$ cat src/rtl/des_scan_sequencer_pkg.sv
// Shared definitions for the DES scan-chain sequencer: command op codes,
// FSM state encodings and default geometry of the attached core.
package des_scan_sequencer_pkg;

    localparam int CHAIN_LEN_DEF   = 132;
    localparam int RUN_TIMEOUT_DEF = 31;

    typedef enum logic [1:0] {
        OP_RUN  = 2'd0,
        OP_STEP = 2'd1,
        OP_SCAN = 2'd2,
        OP_LOAD = 2'd3
    } op_e;

    typedef enum logic [2:0] {
        ST_IDLE      = 3'd0,
        ST_START     = 3'd1,
        ST_RUN_WAIT  = 3'd2,
        ST_STEP_WAIT = 3'd3,
        ST_SHIFT     = 3'd4,
        ST_DONE      = 3'd5
    } state_e;

endpackage

$ cat src/rtl/des_scan_sequencer_shifter.sv
// Scan-chain datapath: load shift register, capture shift register, shift
// counter and the rotate/load mux feeding the core's scan_in.
module des_scan_shifter
    import des_scan_sequencer_pkg::*;
#(
    parameter int CHAIN_LEN = CHAIN_LEN_DEF
) (
    input  logic                 clk,
    input  logic                 rst,
    input  logic                 load_en,
    input  logic [CHAIN_LEN-1:0] load_vec,
    input  logic                 start_shift,
    input  logic                 shift_en,
    input  logic                 use_load,
    input  logic                 scan_out,
    output logic                 scan_in,
    output logic [CHAIN_LEN-1:0] capture_vec,
    output logic                 shift_done
);

    localparam int CW = $clog2(CHAIN_LEN + 1);
    localparam logic [CW-1:0] LAST = CW'(CHAIN_LEN - 1);

    logic [CHAIN_LEN-1:0] load_sh_q, load_sh_d;
    logic [CHAIN_LEN-1:0] cap_sh_q, cap_sh_d;
    logic [CHAIN_LEN-1:0] capture_q, capture_d;
    logic [CW-1:0]        cnt_q, cnt_d;

    assign shift_done  = shift_en && (cnt_q == LAST);
    assign scan_in     = shift_en & (use_load ? load_sh_q[0] : scan_out);
    assign capture_vec = capture_q;

    always_comb begin
        load_sh_d = load_sh_q;
        cap_sh_d  = cap_sh_q;
        capture_d = capture_q;
        cnt_d     = cnt_q;
        if (start_shift) cnt_d = '0;
        if (load_en) load_sh_d = load_vec;
        if (shift_en) begin
            cap_sh_d  = {scan_out, cap_sh_q[CHAIN_LEN-1:1]};
            load_sh_d = {1'b0, load_sh_q[CHAIN_LEN-1:1]};
            cnt_d     = cnt_q + CW'(1);
            // Publish only the complete snapshot, never a partially shifted one.
            if (shift_done) capture_d = {scan_out, cap_sh_q[CHAIN_LEN-1:1]};
        end
    end

    // NOTE: these wide registers are ordinary flops, not a RAM, so they take
    // the reset like everything else and capture_vec is never X after reset.
    always_ff @(posedge clk) begin
        if (rst) begin
            load_sh_q <= '0;
            cap_sh_q  <= '0;
            capture_q <= '0;
            cnt_q     <= '0;
        end else begin
            load_sh_q <= load_sh_d;
            cap_sh_q  <= cap_sh_d;
            capture_q <= capture_d;
            cnt_q     <= cnt_d;
        end
    end

endmodule

$ cat src/rtl/des_scan_sequencer.sv
// Command-driven sequencer for one fixed-key DES scan-chain core: starts
// runs, steps the core a fixed number of cycles, snapshots and loads the chain.
module des_scan_sequencer
    import des_scan_sequencer_pkg::*;
#(
    parameter int CHAIN_LEN   = CHAIN_LEN_DEF,
    parameter int RUN_TIMEOUT = RUN_TIMEOUT_DEF
) (
    input  logic                 clk,
    input  logic                 rst,
    input  logic                 cmd_valid,
    output logic                 cmd_ready,
    input  logic [1:0]           cmd_op,
    input  logic                 cmd_encrypt,
    input  logic [7:0]           cmd_cycles,
    input  logic [CHAIN_LEN-1:0] load_vec,
    output logic [CHAIN_LEN-1:0] capture_vec,
    output logic                 done,
    output logic                 error,
    output logic                 core_start,
    output logic                 core_encrypt_ndecrypt,
    input  logic                 core_busy,
    output logic                 core_scan_enable,
    output logic                 core_scan_in,
    input  logic                 core_scan_out
);

    localparam int TW = $clog2(RUN_TIMEOUT + 1);

    state_e        state_q, state_d;
    op_e           op_q, op_d;
    op_e           cmd_op_e;
    logic          enc_q, enc_d;
    logic          error_q, error_d;
    logic [7:0]    step_cnt_q, step_cnt_d;
    logic [TW-1:0] run_cnt_q, run_cnt_d;
    logic          accept, start_shift, load_en, shift_done;

    assign cmd_op_e              = op_e'(cmd_op);
    assign cmd_ready             = (state_q == ST_IDLE);
    assign accept                = cmd_valid & cmd_ready;
    assign core_start            = (state_q == ST_START);
    assign core_scan_enable      = (state_q == ST_SHIFT);
    assign done                  = (state_q == ST_DONE);
    assign error                 = error_q;
    assign core_encrypt_ndecrypt = enc_q;

    // NOTE: every signal written here gets its default first, so no path
    // through the case statement can leave one unassigned and infer a latch.
    always_comb begin
        state_d     = state_q;
        op_d        = op_q;
        enc_d       = enc_q;
        error_d     = error_q;
        step_cnt_d  = step_cnt_q;
        run_cnt_d   = run_cnt_q;
        start_shift = 1'b0;
        load_en     = 1'b0;
        case (state_q)
            ST_IDLE: begin
                if (accept) begin
                    op_d       = cmd_op_e;
                    error_d    = 1'b0;
                    step_cnt_d = cmd_cycles;
                    run_cnt_d  = '0;
                    case (cmd_op_e)
                        OP_RUN, OP_STEP: begin
                            enc_d   = cmd_encrypt;
                            state_d = ST_START;
                        end
                        OP_LOAD: begin
                            load_en     = 1'b1;
                            start_shift = 1'b1;
                            state_d     = ST_SHIFT;
                        end
                        default: begin
                            start_shift = 1'b1;
                            state_d     = ST_SHIFT;
                        end
                    endcase
                end
            end
            ST_START: begin
                if (op_q == OP_RUN) begin
                    state_d = ST_RUN_WAIT;
                end else if (step_cnt_q == 8'd0) begin
                    start_shift = 1'b1;
                    state_d     = ST_SHIFT;
                end else begin
                    state_d = ST_STEP_WAIT;
                end
            end
            ST_RUN_WAIT: begin
                // The core may not have raised busy yet on the first cycle.
                if (run_cnt_q == '0) begin
                    run_cnt_d = TW'(1);
                end else if (!core_busy) begin
                    state_d = ST_DONE;
                end else if (run_cnt_q == TW'(RUN_TIMEOUT)) begin
                    error_d = 1'b1;
                    state_d = ST_DONE;
                end else begin
                    run_cnt_d = run_cnt_q + TW'(1);
                end
            end
            ST_STEP_WAIT: begin
                if (step_cnt_q == 8'd1) begin
                    start_shift = 1'b1;
                    state_d     = ST_SHIFT;
                end else begin
                    step_cnt_d = step_cnt_q - 8'd1;
                end
            end
            ST_SHIFT: begin
                if (shift_done) state_d = ST_DONE;
            end
            ST_DONE: state_d = ST_IDLE;
            default: state_d = ST_IDLE;
        endcase
    end

    // NOTE: state registers use non-blocking assignments so every flop
    // samples its _d value from before the edge, independent of statement order.
    always_ff @(posedge clk) begin
        if (rst) begin
            state_q    <= ST_IDLE;
            op_q       <= OP_RUN;
            enc_q      <= 1'b0;
            error_q    <= 1'b0;
            step_cnt_q <= '0;
            run_cnt_q  <= '0;
        end else begin
            state_q    <= state_d;
            op_q       <= op_d;
            enc_q      <= enc_d;
            error_q    <= error_d;
            step_cnt_q <= step_cnt_d;
            run_cnt_q  <= run_cnt_d;
        end
    end

    des_scan_shifter #(
        .CHAIN_LEN(CHAIN_LEN)
    ) u_shifter (
        .clk         (clk),
        .rst         (rst),
        .load_en     (load_en),
        .load_vec    (load_vec),
        .start_shift (start_shift),
        .shift_en    (core_scan_enable),
        .use_load    (op_q == OP_LOAD),
        .scan_out    (core_scan_out),
        .scan_in     (core_scan_in),
        .capture_vec (capture_vec),
        .shift_done  (shift_done)
    );

endmodule

$ cat config.mk
export PLATFORM = sky130hd
export DESIGN_NAME = des_scan_sequencer
export DESIGN_NICKNAME = d
export VERILOG_FILES = /design/src/rtl/des_scan_sequencer_pkg.sv /design/src/rtl/des_scan_sequencer_shifter.sv /design/src/rtl/des_scan_sequencer.sv
export SDC_FILE = /design/constraint.sdc
export NUM_CORES = 1
export LEC_CHECK = 0
export BUFFER_PORTS_ARGS = -buffer_cell sky130_fd_sc_hd__buf_2
export CAP_MARGIN = 20
export CORE_MARGIN = 3
export CORE_UTILIZATION = 40
export CTS_BUF_LIST = sky130_fd_sc_hd__clkbuf_4 sky130_fd_sc_hd__clkbuf_8
export DETAILED_ROUTE_END_ITERATION = 7
export MAX_ROUTING_LAYER = met4
export SLEW_MARGIN = 10
export SYNTH_ARGS = -nofsm -noshare
export SYNTH_HDL_FRONTEND = slang
export SYNTH_SLANG_ARGS = --single-unit
$ cat constraint.sdc
create_clock -name clk -period 1.8 [get_ports clk]
set_clock_uncertainty 0.15 [all_clocks]
set_input_delay 0.09 -clock clk [delete_from_list [all_inputs] [get_ports clk]]
set_output_delay 0.09 -clock clk [all_outputs]
set_load 0.005 [all_outputs]
==> impl_metrics.json <==
{
  "yosys_warnings": 0,
  "required_ps": 2150,
  "ys_types": 56,
  "violations": "setup timing",
  "slew_viol_final": 0,
  "fin_cells": 3219,
  "cts_sinks": 423,
  "grt_pass1_wl_microns": 80700,
  "drt_wl_total_microns": 52400,
  "antenna_found_initial": 1,
  "grt_overflow": 0,
  "area_growth_pct": 46.5,
  "synth.avg_cell_area_sq_um": 7.92,
  "syn-num-nets": 2265,
  "syn_inst": 2110,
  "hold_class": "in2reg",
  "initial_core_util_pct": 40.7,
  "clockBufferDepth": 3,
  "grt_pass1_vias": 15949,
  "path_clk_slew_ps": 60,
  "row_count": 74,
  "yosysSeqAreaShare_pct": 50.7,
  "dp.cells": 2855,
  "irDropWorstVdd_mv": 0.890,
  "worstSkewPairLatency_ps": 610,
  "synth_top_area_share_pct": 50.7,
  "power_leakage_nw": 9.71,
  "place.gp.congestion": 0.821,
  "slew_headroom_pct": 54.4,
  "cts_buffers": 74,
  "layout.nets": 2784,
  "chipWidth_microns": 210,
  "cp-start-kind": "flip-flop",
  "grt_usage_pct": 22.6,
  "vias_per_cell": 5.20,
  "drive_above_1_share_pct": 29.4,
  "arrival_ps": 2550,
  "grt_max_degree": 120,
  "place_ws_ps": -422,
  "wl_per_cell_microns": 16.3,
  "drc": 0,
  "core_sq_mm": 0.0410,
  "critPathKind": "reg2reg",
  "ant_nets": 0,
  "power_density_mw_per_mm2": 1370,
  "fmax_mhz": 454,
  "dieArea_sq_mm": 0.0442,
  "finalHoldViolCount": 0,
  "rsz0062_at_grt": "yes",
  "io_pins": 287,
  "die_y_microns": 210,
  "synth_seq_cells": 423,
  "synth_top_cell_by_area": "dfxtp_1",
  "final.setup.worst_slack_ps": -401,
  "final_area_sq_mm": 0.0245,
  "setup_viol": 403,
  "first_pass_iters": 5,
  "drt_iter0_markers": 1037,
  "synthTopCellsByArea": "dfxtp_1 51%, nand2_1 18%, a21oi_1 8.5%",
  "cp_max_fo": 8,
  "period_share_pct": 122,
  "ys.flop_type": "dfxtp_1",
  "placed_area_sq_mm": 0.0192,
  "worst_pin_slew_ps": 684,
  "cts_tree": "done",
  "max-cap-violations": 0,
  "async_flop_share_pct": 0,
  "synth_edf_count": 0,
  "portBuffers": 286,
  "dp_hpwl_microns": 28300,
  "routed-via-count": 16742,
  "cts-root-buf": "clkbuf_8",
  "syn-cell-area_sq_mm": 0.0167,
  "yosysMostFrequentCell": "nand2_1",
  "hold_ws_ps": 78.6,
  "status": "finished, violations left",
  "ys_top_cells_by_count": "814 x nand2_1, 423 x dfxtp_1, 284 x a21oi_1",
  "min_period_ps": 2200,
  "cts_max_level": 3,
  "worstSetupEndpointType": "flip-flop"
}
critical path, stage by stage, from the launching register on:
cell,delay (ps)
dfxtp_2,330
buf_6,110
or4b_4,530
o21ai_4,190
buf_6,140
buf_12,150
buf_8,140
nor2_1,60
a311oi_1,300
state kept, by name, summed over array words and instances (netlist names):
signal	flops
u_shifter.capture_vec	132
op_q	2
u_shifter.cnt_q	8
u_shifter.cap_sh_q	131
step_cnt_q	8
u_shifter.load_sh_q	132
run_cnt_q	5
error	1
state_q	3
core_encrypt_ndecrypt	1
layer usage:
layer | vias to the layer above | share of wire (%) | GRT usage, %
li1 | 8170 | - | -
met1 | 7975 | 43 | 27.9
met2 | 460 | 48 | 35.7
met3 | 137 | 4.8 | 4.52
met4 | 0 | 3.9 | 11.1
met5 | - | 0 | -
cells in the final DEF, fill, tap and decap left out, types with 21 or more instances in the layout:
cell type,n
a21oi_2,30
a311oi_2,59
nand2_1,765
nor2_1,129
buf_2,283
nand2_2,26
buf_16,21
nand2_4,23
dfxtp_1,415
clkbuf_8,100
clkbuf_4,22
buf_6,32
a21oi_1,253
dlygate4sd3_1,146
a311oi_1,73
buf_4,73
buf_12,37
power by group:
part / leakage [nW] / total [W] / switching [W] / internal [W]
Clock: 0.876 / 0.00962 / 0.00393 / 0.00568
Combinational: 5.39 / 0.0123 / 0.00636 / 0.00589
Sequential: 3.43 / 0.0117 / 0.000841 / 0.0108
final cells by class:
cell class | count | area, sq um
tap | 532 | 666
timing repair buffer | 618 | 5650
clock buffer | 122 | 1540
antenna | 1 | 2.50
fill | 3562 | 16500
sequential | 423 | 8480
multi-input combinational | 1505 | 7990
inverter | 7 | 38.8
clock inverter | 11 | 110
worst paths after layout:
| kind | startpoint | to | slack (ps) | depth (start not counted) |
|---|---|---|---|---|
| setup / recovery | state_q[2] | u_shifter.load_sh_q[67] | -400 | 8 |
| hold / removal | cmd_valid | op_q[1] | 80 | 6 |
| setup reg to reg | state_q[2] | u_shifter.load_sh_q[67] | -400 | 8 |
| hold reg to reg | u_shifter.capture_vec[0] | u_shifter.capture_vec[0] | 300 | 2 |
through the flow:
step / setup TNS, ps / power [W] / utilization [%]
after CTS: -92020 / 0.0334 / 57.5
after global routing: -123020 / 0.0355 / 59.7
after floorplan: -20760 / 0.0179 / -
after detailed placement: -72600 / 0.0207 / 46.8
after global placement: -61230 / 0.0205 / 46.8
final: -91730 / 0.0336 / 59.7
logic make-up after synthesis:
logic type               count (synthesis)  synth area share (%)
AO/OA/AOI/OAI                          464                  19.4
adder cells (fa/ha/maj)                  7                 0.524
buffers and inverters                  182                  4.90
flip-flops                             423                  50.7
multiplexers                             4                 0.240
AND/OR/NAND/NOR                       1030                  24.2
what timing repair did:
action                                  in CTS  in global routing
resized for setup                           96                155
endpoints found under the setup margin     402                423
hold buffers                               146                  0
endpoints found under the hold margin      421                  0
cloned                                      21                 16
pin swaps                                   37                 87
setup buffers                               42                 10
Note: power is estimated with default switching activity, not from simulation.
